[config.mk]
export PLATFORM = sky130hd
export DESIGN_NAME = bitreversal_seq_flat
export DESIGN_NICKNAME = d
export VERILOG_FILES = /design/src/rtl/bitreversal_seq_if.sv /design/src/rtl/bitreversal_seq.sv /design/src/flat_wrapper.sv
export SDC_FILE = /design/constraint.sdc
export NUM_CORES = 1
export LEC_CHECK = 0
export ABC_AREA = 1
export CORE_ASPECT_RATIO = 0.5
export CORE_MARGIN = 3
export CORE_UTILIZATION = 35
export DETAILED_ROUTE_END_ITERATION = 7
export HOLD_SLACK_MARGIN = 0.12
export PLACE_DENSITY = 0.65
export SETUP_SLACK_MARGIN = 0.15
export SLEW_MARGIN = 30
export SYNTH_ARGS = -nofsm -noshare
export SYNTH_HDL_FRONTEND = slang
export SYNTH_SLANG_ARGS = --single-unit
export TNS_END_PERCENT = 10
[constraint.sdc]
create_clock -name clk_i -period 2.4 [get_ports clk_i]
set_clock_uncertainty 0.05 [all_clocks]
set_input_delay 0.36 -clock clk_i [delete_from_list [all_inputs] [get_ports clk_i]]
set_output_delay 0.36 -clock clk_i [all_outputs]
set_load 0.02 [all_outputs]
[src/rtl/bitreversal_seq_if.sv]
// bitreversal_seq_if: command/data handshake between the sequencer (master) and the bit-reversal core (slave).
interface bitreversal_seq_if #(
    parameter int DW = 32
);
    logic          wr;
    logic [DW-1:0] wdata;
    logic          start;
    logic          abort;
    logic          done;
    logic          rd;
    logic [DW-1:0] rdata;
    logic          rvalid;

    modport master (output wr, wdata, start, abort, rd, input done, rdata, rvalid);
    modport slave  (input wr, wdata, start, abort, rd, output done, rdata, rvalid);
endinterface

[src/rtl/bitreversal_seq.sv]
// bitreversal_seq: turns software start/write/read levels into single-cycle core commands and
// enforces the load-run-unload block protocol with sticky error status and a run timeout.
module bitreversal_seq #(
    parameter int N_WORDS = 8,
    parameter int DW      = 32,
    parameter int TIMEOUT = 1024,
    localparam int CW     = $clog2(N_WORDS + 1),
    localparam int TW     = $clog2(TIMEOUT)
) (
    input  logic           clk_i,
    input  logic           rst_ni,
    input  logic           start_i,
    input  logic           write_i,
    input  logic           read_i,
    input  logic [DW-1:0]  din_i,
    input  logic           err_clr_i,
    output logic           done_o,
    output logic [DW-1:0]  dout_o,
    output logic           busy_o,
    output logic [2:0]     err_o,
    output logic [CW-1:0]  wcnt_o,
    output logic [CW-1:0]  rcnt_o,
    bitreversal_seq_if.master core
);
    typedef enum logic [1:0] {IDLE, LOAD, RUN, UNLOAD} state_t;

    state_t        state_q, state_d;
    logic [2:0]    prev_q, prev_d;
    logic [CW-1:0] wcnt_q, wcnt_d, rcnt_q, rcnt_d;
    logic [TW-1:0] tcnt_q, tcnt_d;
    logic          pend_q, pend_d, done_q, done_d;
    logic [DW-1:0] dout_q, dout_d, wdata_q, wdata_d;
    logic [2:0]    err_q, err_d, err_new;
    logic          wr_q, wr_d, start_q, start_d, abort_q, abort_d, rd_q, rd_d;
    logic          rs, rw, rr, sel_s, sel_w, sel_r, full;

    assign rs    = start_i & ~prev_q[2];
    assign rw    = write_i & ~prev_q[1];
    assign rr    = read_i  & ~prev_q[0];
    assign sel_s = rs;
    assign sel_w = rw & ~rs;
    assign sel_r = rr & ~rs & ~rw;
    assign full  = wcnt_q == CW'(N_WORDS);

    always_comb begin
        state_d = state_q;
        prev_d  = {start_i, write_i, read_i};
        wcnt_d  = wcnt_q;
        rcnt_d  = rcnt_q;
        tcnt_d  = tcnt_q;
        pend_d  = pend_q;
        done_d  = done_q;
        dout_d  = dout_q;
        wdata_d = wdata_q;
        wr_d    = 1'b0;
        start_d = 1'b0;
        abort_d = 1'b0;
        rd_d    = 1'b0;
        err_new = 3'b000;
        // every rise that loses the priority pick is a protocol error
        err_new[0] = (rs & rw) | (rs & rr) | (rw & rr);
        case (state_q)
            IDLE: begin
                if (sel_w) begin
                    wr_d    = 1'b1;
                    wdata_d = din_i;
                    wcnt_d  = CW'(1);
                    rcnt_d  = '0;
                    done_d  = 1'b0;
                    state_d = LOAD;
                end else if (sel_s | sel_r) err_new[0] = 1'b1;
            end
            LOAD: begin
                if (sel_s) begin
                    if (full) begin
                        start_d = 1'b1;
                        tcnt_d  = '0;
                        state_d = RUN;
                    end else err_new[0] = 1'b1;
                end else if (sel_w) begin
                    if (full) err_new[1] = 1'b1;
                    else begin
                        wr_d    = 1'b1;
                        wdata_d = din_i;
                        wcnt_d  = wcnt_q + CW'(1);
                    end
                end else if (sel_r) err_new[0] = 1'b1;
            end
            RUN: begin
                if (rs | rw | rr) err_new[0] = 1'b1;
                if (core.done) begin
                    done_d  = 1'b1;
                    state_d = UNLOAD;
                end else if (tcnt_q == TW'(TIMEOUT - 1)) begin
                    abort_d    = 1'b1;
                    err_new[2] = 1'b1;
                    wcnt_d     = '0;
                    state_d    = IDLE;
                end else tcnt_d = tcnt_q + TW'(1);
            end
            UNLOAD: begin
                if (sel_s | sel_w) err_new[0] = 1'b1;
                else if (sel_r) begin
                    if (pend_q) err_new[0] = 1'b1;
                    else begin
                        rd_d   = 1'b1;
                        pend_d = 1'b1;
                    end
                end
                if (core.rvalid && pend_q) begin
                    dout_d = core.rdata;
                    rcnt_d = rcnt_q + CW'(1);
                    pend_d = 1'b0;
                    if (rcnt_q == CW'(N_WORDS - 1)) begin
                        wcnt_d  = '0;
                        state_d = IDLE;
                    end
                end
            end
            default: state_d = IDLE;
        endcase
        err_d = (err_clr_i ? 3'b000 : err_q) | err_new;
    end

    always_ff @(posedge clk_i or negedge rst_ni) begin
        if (!rst_ni) begin
            state_q <= IDLE;
            prev_q  <= 3'b111;
            wcnt_q  <= '0;
            rcnt_q  <= '0;
            tcnt_q  <= '0;
            pend_q  <= 1'b0;
            done_q  <= 1'b0;
            dout_q  <= '0;
            wdata_q <= '0;
            err_q   <= 3'b000;
            wr_q    <= 1'b0;
            start_q <= 1'b0;
            abort_q <= 1'b0;
            rd_q    <= 1'b0;
        end else begin
            state_q <= state_d;
            prev_q  <= prev_d;
            wcnt_q  <= wcnt_d;
            rcnt_q  <= rcnt_d;
            tcnt_q  <= tcnt_d;
            pend_q  <= pend_d;
            done_q  <= done_d;
            dout_q  <= dout_d;
            wdata_q <= wdata_d;
            err_q   <= err_d;
            wr_q    <= wr_d;
            start_q <= start_d;
            abort_q <= abort_d;
            rd_q    <= rd_d;
        end
    end

    assign done_o     = done_q;
    assign dout_o     = dout_q;
    assign busy_o     = (state_q == RUN) | pend_q;
    assign err_o      = err_q;
    assign wcnt_o     = wcnt_q;
    assign rcnt_o     = rcnt_q;
    assign core.wr    = wr_q;
    assign core.wdata = wdata_q;
    assign core.start = start_q;
    assign core.abort = abort_q;
    assign core.rd    = rd_q;
endmodule

[src/flat_wrapper.sv]
// flat-port wrapper written by rule: the top's interface ports become plain ports
module bitreversal_seq_flat 
#(
    parameter int N_WORDS = 8,
    parameter int DW      = 32,
    parameter int TIMEOUT = 1024,
    localparam int CW     = $clog2(N_WORDS + 1),
    localparam int TW     = $clog2(TIMEOUT)
)
  (clk_i, rst_ni, start_i, write_i, read_i, din_i, err_clr_i, done_o, dout_o, busy_o, err_o, wcnt_o, rcnt_o, core_wr, core_wdata, core_start, core_abort, core_rd, core_done, core_rdata, core_rvalid);
  bitreversal_seq_if #(.DW(DW)) core_i ();
  input  logic clk_i;
  input  logic rst_ni;
  input  logic start_i;
  input  logic write_i;
  input  logic read_i;
  input  logic [DW-1:0] din_i;
  input  logic err_clr_i;
  output logic done_o;
  output logic [DW-1:0] dout_o;
  output logic busy_o;
  output logic [2:0] err_o;
  output logic [CW-1:0] wcnt_o;
  output logic [CW-1:0] rcnt_o;
  output wire logic [$bits(core_i.wr)-1:0] core_wr;
  output wire logic [$bits(core_i.wdata)-1:0] core_wdata;
  output wire logic [$bits(core_i.start)-1:0] core_start;
  output wire logic [$bits(core_i.abort)-1:0] core_abort;
  output wire logic [$bits(core_i.rd)-1:0] core_rd;
  input wire logic [$bits(core_i.done)-1:0] core_done;
  input wire logic [$bits(core_i.rdata)-1:0] core_rdata;
  input wire logic [$bits(core_i.rvalid)-1:0] core_rvalid;
  assign core_wr = core_i.wr;
  assign core_wdata = core_i.wdata;
  assign core_start = core_i.start;
  assign core_abort = core_i.abort;
  assign core_rd = core_i.rd;
  assign core_i.done = core_done;
  assign core_i.rdata = core_rdata;
  assign core_i.rvalid = core_rvalid;
  bitreversal_seq #(.N_WORDS(N_WORDS), .DW(DW), .TIMEOUT(TIMEOUT)) u_core (.clk_i(clk_i), .rst_ni(rst_ni), .start_i(start_i), .write_i(write_i), .read_i(read_i), .din_i(din_i), .err_clr_i(err_clr_i), .done_o(done_o), .dout_o(dout_o), .busy_o(busy_o), .err_o(err_o), .wcnt_o(wcnt_o), .rcnt_o(rcnt_o), .core(core_i));
endmodule
# Word-level counts from Yosys, hierarchy flattened
# Cells that the tools add are included.
dict set report op_classes {
  add_sub_neg 3
  n_eq_ne 20
  muxes 66
  bitwise_logic 22
  n_reduce_logical 15
}
# operator n
set op_table {}
lappend op_table {{$mux W32} 4}
lappend op_table {{$pmux W32 S2} 1}
lappend op_table {{$mux W10} 4}
lappend op_table {{$mux W4} 10}
lappend op_table {{$mux W1} 32}
lappend op_table {{$pmux W10 S2} 1}
lappend op_table {{$pmux W4 S4} 1}
lappend op_table {{$mux W2} 7}
lappend op_table {{$ne A2 B1 Y1 const B} 7}
lappend op_table {{$ne A2 B2 Y1 const B} 6}
lappend op_table {{$add A10 B1 Y10 const B} 1}
lappend op_table {{$eq A10 B10 Y1 const B} 1}
lappend op_table {{$reduce_and A5 Y1} 2}
lappend op_table {{$reduce_bool A2 Y1} 5}
lappend op_table {{$and A1 B1 Y1} 9}
lappend op_table {{$reduce_and A3 Y1} 3}
lappend op_table {{$add A4 B1 Y4 const B} 2}
lappend op_table {{$pmux W2 S4} 1}
lappend op_table {{$pmux W4 S2} 1}
lappend op_table {{$reduce_and A8 Y1} 1}
lappend op_table {{$or A1 B1 Y1} 7}
lappend op_table {{$reduce_and A6 Y1} 1}
lappend op_table {{$not A1 Y1} 5}
lappend op_table {{$eq A2 B2 Y1 const B} 2}
lappend op_table {{11 further kinds} 12}
dict set report totals {
  register_bits 96
  input_bits 72
  out_inout_bits 81
  word_cells 140
}

# Depth between registers and ports, before layout
# Gate-level depths: netlist (run 1).
dict set report logic_depth {
  depth_word 10
  depth_mapped 11
  depth_no_buf 10
}

# Worst setup path before layout (run 1)
# OpenSTA, ideal clock, no wires.
dict set report synth_timing {
  path_type {register to register}
  start {reg u_core.wcnt_q[0] (netlist: u_core.wcnt_o[0])}
  end {reg u_core.wdata_q[10] (netlist: u_core.core.wdata[10])}
  arrival_time_ps 1504
  slack_ps 730
  path_stages_with_launch 11
  path_buffers 1
  synth_period_minus_slack_ps 1670
  cell_sequence {dfrtp_1 -> inv_1 -> ha_1 -> nand2_1 -> nor2_1 -> inv_1 -> o21ai_2 -> inv_2 -> buf_4 -> nand2_1 -> nand2_1}
}
dict set report synth_between {
  elab_chain_len 3
}
# item line_no
set synth_lines {}
lappend synth_lines {{start: declaration} bitreversal_seq.sv:29} ;# logic [CW-1:0] wcnt_q, wcnt_d, rcnt_q, rcnt_d;
lappend synth_lines {{start signal: assignment} bitreversal_seq.sv:144} ;# wcnt_q <= wcnt_d;
lappend synth_lines {{$eq A4 B4 Y1} bitreversal_seq.sv:43} ;# assign full = wcnt_q == CW'(N_WORDS);
lappend synth_lines {{$ne A2 B2 Y1 (no line)} -}
lappend synth_lines {{$reduce_and A5 Y1 (no line)} -}
lappend synth_lines {{end signal: assignment} bitreversal_seq.sv:150} ;# wdata_q <= wdata_d;
lappend synth_lines {{end: declaration} bitreversal_seq.sv:32} ;# logic [DW-1:0] dout_q, dout_d, wdata_q, wdata_d;
# Every way passes these cells.
# A chain may end at the register's enable or synchronous reset.

# Worst setup path in the final report (run 1)
dict set report layout_timing {
  start {reg u_core.wcnt_q[0] (netlist: u_core.wcnt_o[0])}
  end {out wcnt_o[0]}
}
# item line_no
set layout_lines {}
lappend layout_lines {{end: declaration} flat_wrapper.sv:23} ;# output logic [CW-1:0] wcnt_o;
# No word-level cell between the ends.

==> results of run 1 <==
## per-layer routing
| layer | track usage (%) | wire length, µm |
|---|---|---|
| met5 | 0 | 0 |
| met4 | 3.94 | 89 |
| met3 | 5.53 | 764 |
| met2 | 25.0 | 4730 |
| met1 | 21.9 | 4860 |
## cells by family (layout without fill, tap and decap cells)
family | after synthesis | in the layout | share of synthesized area [%]
buffers and inverters | 46 | 208 | 4.77
AND/OR/NAND/NOR | 347 | 347 | 33.6
flip-flops | 96 | 96 | 57.7
adder cells (fa/ha/maj) | 4 | 4 | 1.20
XOR/XNOR | 3 | 3 | 0.631
AO/OA/AOI/OAI | 15 | 15 | 2.10
## power by group
group / total [W] / internal (W) / switching, W
registers: 0.00265 / 0.00223 / 0.000423
clock network: 0.00139 / 0.000727 / 0.000661
logic: 0.00318 / 0.00146 / 0.00172
## layout make-up
class | count | area (µm²)
well taps | 159 | 199
flip-flops and latches | 96 | 2410
clock buffers | 9 | 225
multi-input cells | 369 | 1570
clock inverters | 7 | 61.3
inverters | 33 | 124
repair buffers | 159 | 1600
fillers | 1059 | 5130
## state kept, by name, indices dropped and copies added, names as in the netlist
register / flops
u_core.pend_q: 1
u_core.core.start: 1
u_core.core.wr: 1
u_core.state_q: 2
u_core.rcnt_o: 4
u_core.core.abort: 1
u_core.prev_q: 3
u_core.err_o: 3
u_core.wcnt_o: 4
u_core.tcnt_q: 10
u_core.done_o: 1
u_core.dout_o: 32
u_core.core.wdata: 32
u_core.core.rd: 1
## repair_timing
item                                    4_1_cts  5_1_grt
hold buffers                                  1        0
endpoints found under the setup margin        1        1
gates resized for setup                       2        1
hold endpoints to repair                     42        0
## worst paths after layout
path | from | end | slack [ns] | cells past startpoint
max reg2reg | u_core.wcnt_o[0] | u_core.core.wdata[25] | 0.57 | 9
min | write_i | u_core.prev_q[1] | 0.40 | 1
max | u_core.wcnt_o[0] | wcnt_o[0] | 0.49 | 1
max in group asynchronous | rst_ni | u_core.core.wdata[21] | 1.13 | 3
min reg2reg | u_core.dout_o[16] | u_core.dout_o[16] | 0.42 | 2
min in group asynchronous | rst_ni | u_core.core.wdata[14] | 0.53 | 2
## through the flow
stage          power (W)  instance area [µm²]  utilization (%)  cells  setup slack [ns]
2_1_floorplan    0.00427                 4170                -    511             0.730
3_3_place_gp     0.00584                 5880             52.0    815             0.455
3_5_place_dp     0.00589                 5880             52.0    815             0.418
4_1_cts          0.00733                 6180             54.6    832             0.183
5_1_grt          0.00773                 6190             54.7    832             0.340
6_report         0.00722                 6190             54.7    832             0.488
## placed cells by master (no fill, tap or decap), drive strengths merged
| cell type | instances |
|---|---|
| dfstp | 3 |
| nor3b | 2 |
| xor2 | 1 |
| a21oi | 4 |
| nand2 | 285 |
| clkbuf | 9 |
| nand3 | 13 |
| nand4 | 9 |
| dfrtp | 93 |
| buf | 7 |
| o21ai | 9 |
| o21bai | 2 |
| ha | 4 |
| clkinv | 1 |
| xnor2 | 2 |
| dlygate4sd3 | 1 |
| or2 | 3 |
| clkdlybuf4s50 | 150 |
| dlymetal6s2s | 1 |
| inv | 38 |
| clkinvlp | 1 |
| nor2 | 35 |
==> results.txt, run 1 <==
The number of max-slew violations in the final report came out at 0. Setup repair after global routing left no endpoint under its margin. The cell at the root of the clock tree was clkbuf_16. Entering global routing, the biggest net connects 48 pins.

In the final design database the tool counted 744 nets. Summed over all nets, the half-perimeter wirelength after detailed placement is 7.42 mm. The detailed router finished its first iteration with 234 violations. The cell count after synthesis came out at 511.

Of the post-synthesis cell area, the dominant cell type holds 55.8%. For this configuration, the core starts out at a cell density of 36.8%. The total number of placement rows is 27, and the initial antenna violation count is 0. For the worst setup path, the data required time is 1.99 ns. In this run the remaining antenna-violating nets after routing total 0. In the final routed layout, each cell accounts on average for 12.6 µm. The H-tree generated during clock tree synthesis spans 3 levels.

The fraction of registers with async set or reset after synthesis came out at 100%. For the total congestion overflow, the log shows 0. The worst setup path is captured at an output port. The congestion estimate from routability-driven global placement came to 0.773.

Clock-pin slew was measured on the worst setup and hold paths at 0.07 ns. Path class of the lowest-slack min-delay path: in -> reg. For this design the top-level I/O count stands at 153. Type of origin of the critical path: a flop.

Port buffering added 152 buffers. For the final routed database, the setup TNS stands at 0 ns. The floorplan step set the die height to 83.2 µm.

The buffer and inverter count on the worst path is 1. For the maximum root-to-sink buffer count, the log shows 2. The repair_antennas step left the layout with diodes totalling 0. The top fanout value on the critical path works out to 7. Counting instances in the post-synthesis netlist gives the leading cell types as 281 x nand2_1, 93 x dfrtp_1, 28 x inv_1, 28 x nor2_1, 12 x nand3_1.

For this run, design rule violations remaining after detail routing come to 0. The total of flip-flops plus latches after synthesis was 96; the relative slew slack was 59.0%. Clock latency on the worst-skew pair, taken at its later pin, is 0.34 ns. The area growth from synthesis to layout is 48.4%. A synthesized cell averages 8.16 µm². On the worst path, the slowest cell contributes a delay of 0.69 ns.

The sequential element share of the synthesized area is 57.7%. The number of global-route vias before repair is 3451. The total area inside the core boundary comes to 11300 µm². Wires add up to 10.4 mm. The run gives 16.2% as the total track usage. The cell taking the most area after synthesis is dfrtp_1. Floorplan die width: 160 µm. Subtracting the final worst setup slack from the clock period gives 1.91 ns. The run gives 4 as the number of detailed-route iterations in the first pass. In this run the cell area of the synthesized design comes to 4170 µm². At the worst endpoint, the arrival time is 1.50 ns. The flow ran to the end, and the final reports show no timing, DRC or antenna violations.

The count of endpoints failing hold in the final timing report was 0; the detailed-route via count was 3633. The tools report the leakage power as 3.07 nW. The final clock period utilization by the worst path works out to 79.7%. For the warning count from the yosys run, the log shows 0. On the critical path, the stage with the largest delay is an instance of clkdlybuf4s50_1. The tightest hold path in the finished design has a slack of 0.404 ns. The achievable clock frequency was 0.523 GHz; the count of final setup violators was 0. Yosys mapped a number of flops with a built-in enable equal to 0.

The clock net sink count was 96. The number of different library cells used by synthesis comes to 26. The cell family contributing the most delay on the critical path is buffers and inverters. The signal on the critical path passes through clkdlybuf4s50_1. The classification of the worst setup path was reg -> out. The max-capacitance violation count is 0, and the global-route wire length before repair is 17.7 mm. Dividing total power by cell area gives a power density of 1170 nW/µm². The tools report the area enclosed by the die boundary as 13300 µm². The dominant register cell in the synthesized netlist was dfrtp_1. For the pin with the worst max-slew slack, the measured transition is 0.615 ns. TritonCTS created 9 clock buffers. The number of nets handed over by synthesis was 587. TritonCTS built the clock tree. By instance count, the leading cell after synthesis is nand2_1. Using the TritonRoute via totals, the vias-per-cell ratio works out to 4.37. VDD sags by at most 0.501 mV.

Fraction of final layout cells with drive strength greater than 1: 7.13%. Ranked by total cell area, the synthesized netlist is headed by dfrtp_1 56%, nand2_1 25%, inv_1 2.5%, nor2_1 2.5%, dfstp_2 1.9%. The number of setup buffers added after CTS is 0.
No activity file was read; power rests on OpenSTA's default activity.
==> inputs of run 2 (changes only) <==
- PLACE_DENSITY: 0.65 -> 0.68
- clock period: 2.4 -> 1.75 ns (I/O delays scaled with it)
==> results.txt, run 2 (synthesized netlist as in run 1, its figures left out) <==
The run finished with clean final reports. For this run the aggregate overflow at the end of global routing stands at 0. The worst register-to-register path has a depth of 10. The number of global-route vias before repair is 3665, and the die extent in y is 83.2 µm. The slack of the worst reg-to-reg path was 0.19 ns; the area growth from synthesis to layout was 52.3%. Maximum vdd drop: 0.619 mV.

Summed over all layers, the routed wires come to 11.2 mm. The cell sitting at the root of the clock tree is a clkbuf_16. Destination of the critical timing path: busy_o. For this block, the initial DRC count from the detailed router was 260. For the pin with the worst max-slew slack, the measured transition is 0.507 ns. Counting every sink on the clock net gives 96. The tool flagged a number of max-cap violations equal to 0. The fraction of final layout cells with drive strength greater than 1 is 11.8%, and the quantity of I/O buffers inserted on ports is 152.

The final layout contains 766 nets. The routed via count divided by cell count is 4.46. TritonCTS built the clock tree.

Across the whole layout, storage elements account for 2410 µm². The type of origin of the critical path is a flop. The top cell types in the final layout, fill and taps aside, are 280 x nand2_1, 91 x dfrtp_1, 77 x dlygate4sd2_1, 73 x clkdlybuf4s50_1, 25 x inv_1.

In this run the horizontal extent of the chip is 160 µm. Clock tree synthesis inserted a total of 9 buffers. After clock tree synthesis, the clock-pin slew on the worst setup and hold paths is 0.06 ns. For this run, design rule violations remaining after detail routing come to 0. The arrival time at the worst endpoint came out at 1.26 ns. The core region is 11300 µm².

The run gives 0.177 ns as the final worst-path setup slack. The critical path starts at u_core.state_q[1]. The count of final setup violators is 0. The area enclosed by the die boundary came out at 13300 µm².

Global routing used 16.9% of the available tracks across all layers. The final route contains 3809 vias. Timing would allow up to 0.636 GHz. The most common cell after layout, fill and taps aside is nand2_1. Detailed placement finished with a half-perimeter wire length of 8.07 mm. STA classifies the critical path endpoint as an output port.

In this run the static leakage power is 3.39 nW. The count of nets left with antenna violations after detail routing is 0. Setup total negative slack on the finished layout was measured at 0 ns. Launch point of the worst reg-to-reg path: u_core.wcnt_o[0]. The tools report the number of max-slew violations in the final report as 0. OpenSTA, run right after detailed placement, puts the worst setup slack at -0.0800 ns. Entering global routing, the biggest net connects 36 pins. The number of antenna diodes in the final layout is 0.

The top fanout value on the critical path works out to 2. Data on the critical path is required at its endpoint by 1.44 ns. The number of detailed-route iterations in the first pass was 4.

The critical path in this run is classified as reg -> out. Summing internal, switching and leakage power gives 0.00968 W. Setup repair after global routing could not meet its margin everywhere. The count of endpoints failing hold in the final timing report is 0.

The total number of placement rows was 27; the relative slew slack was 66.2%. The path class of the lowest-slack min-delay path was in -> reg. The worst register-to-register path ends at u_core.core.wdata[7]. Once layout is complete, the utilization of the core stands at 56.1%. 153 I/O pins were placed. Clock latency on the worst-skew pair, taken at its later pin, is 0.34 ns.

The first global-routing pass estimated 18.5 mm of wire. After layout, the worst path uses 89.9% of the clock period. Subtracting the final worst setup slack from the clock period gives 1.57 ns. In this run the power density over the cells is 1520 nW/µm². The run gives 36.8% as the starting density of the core. The routed length per instance was 13.1 µm; the final weighted congestion in routability-driven placement was 0.828.

The logs give 1620 µm² for the multi-input logic area and 3 for the number of levels the H-tree was split into. Counting along the longest clock path gives a buffer depth of 2. The count of filler cells inserted in the layout is 1068. The initial antenna violation count came out at 0.
run 2: cell types whose count changed in the layout (fill, tap and decap cells not counted), moves of 3 or more:
cell             change
buf_4               +18
inv_1                -3
nor2_1               -4
clkdlybuf4s50_1     -77
dlygate4sd2_1       +77
inv_2                +3
run 2: what timing repair did:
item / 4_1_cts / 5_1_grt
buffers inserted: 0 / 4
hold buffers: 1 / 0
setup endpoints to repair: 126 / 51
pin swaps: 5 / 7
endpoints found under the hold margin: 29 / 0
resized for setup: 82 / 16
run 2: worst min-delay path by stage:
stage	from	end	slack [ns]	cells past startpoint
2_1_floorplan	rst_ni	u_core.core.abort	-0.08	0
3_3_place_gp	rst_ni	u_core.core.wdata[8]	0.21	1
3_5_place_dp	rst_ni	u_core.core.wdata[8]	0.22	1
4_1_cts	write_i	u_core.prev_q[1]	0.29	1
5_1_grt	write_i	u_core.prev_q[1]	0.29	1
6_report	write_i	u_core.prev_q[1]	0.30	1
run 2: final cells by class:
type                       instances  share of cell area (%)
clock buffer                      10                    3.61
clock inverter                     6                    1.06
inverter                          33                    1.95
multi-input combinational        369                    25.6
sequential                        96                    38.0
tap                              159                    3.13
timing repair buffer             181                    26.7
run 2: worst max-delay path, stage by stage (launching register included):
cell	delay, ns
dfrtp_1	0.38
inv_2	0.07
nor2_2	0.04
or2_2	0.27
buf_2	0.16
run 2: metrics by stage:
stage | cells | hold WS [ns] | instance area, µm²
detailed placement | 833 | 0.220 | 6050
global placement | 833 | 0.209 | 6050
CTS | 850 | 0.293 | 6260
global route | 854 | 0.287 | 6350
floorplan | 511 | -0.0831 | 4180
finish | 854 | 0.304 | 6350
run 2: per-layer routing:
layer,routed length [µm],vias up,GRT usage (%)
met4,177,0,5.04
li1,-,1923,-
met1,5000,1784,21.7
met2,5490,89,28.3
met5,0,-,0
met3,500,13,4.43
run 2: power breakdown:
part | internal [W] | switching [W]
clock network | 0.00112 | 0.000863
logic | 0.00163 | 0.00253
registers | 0.00306 | 0.000477
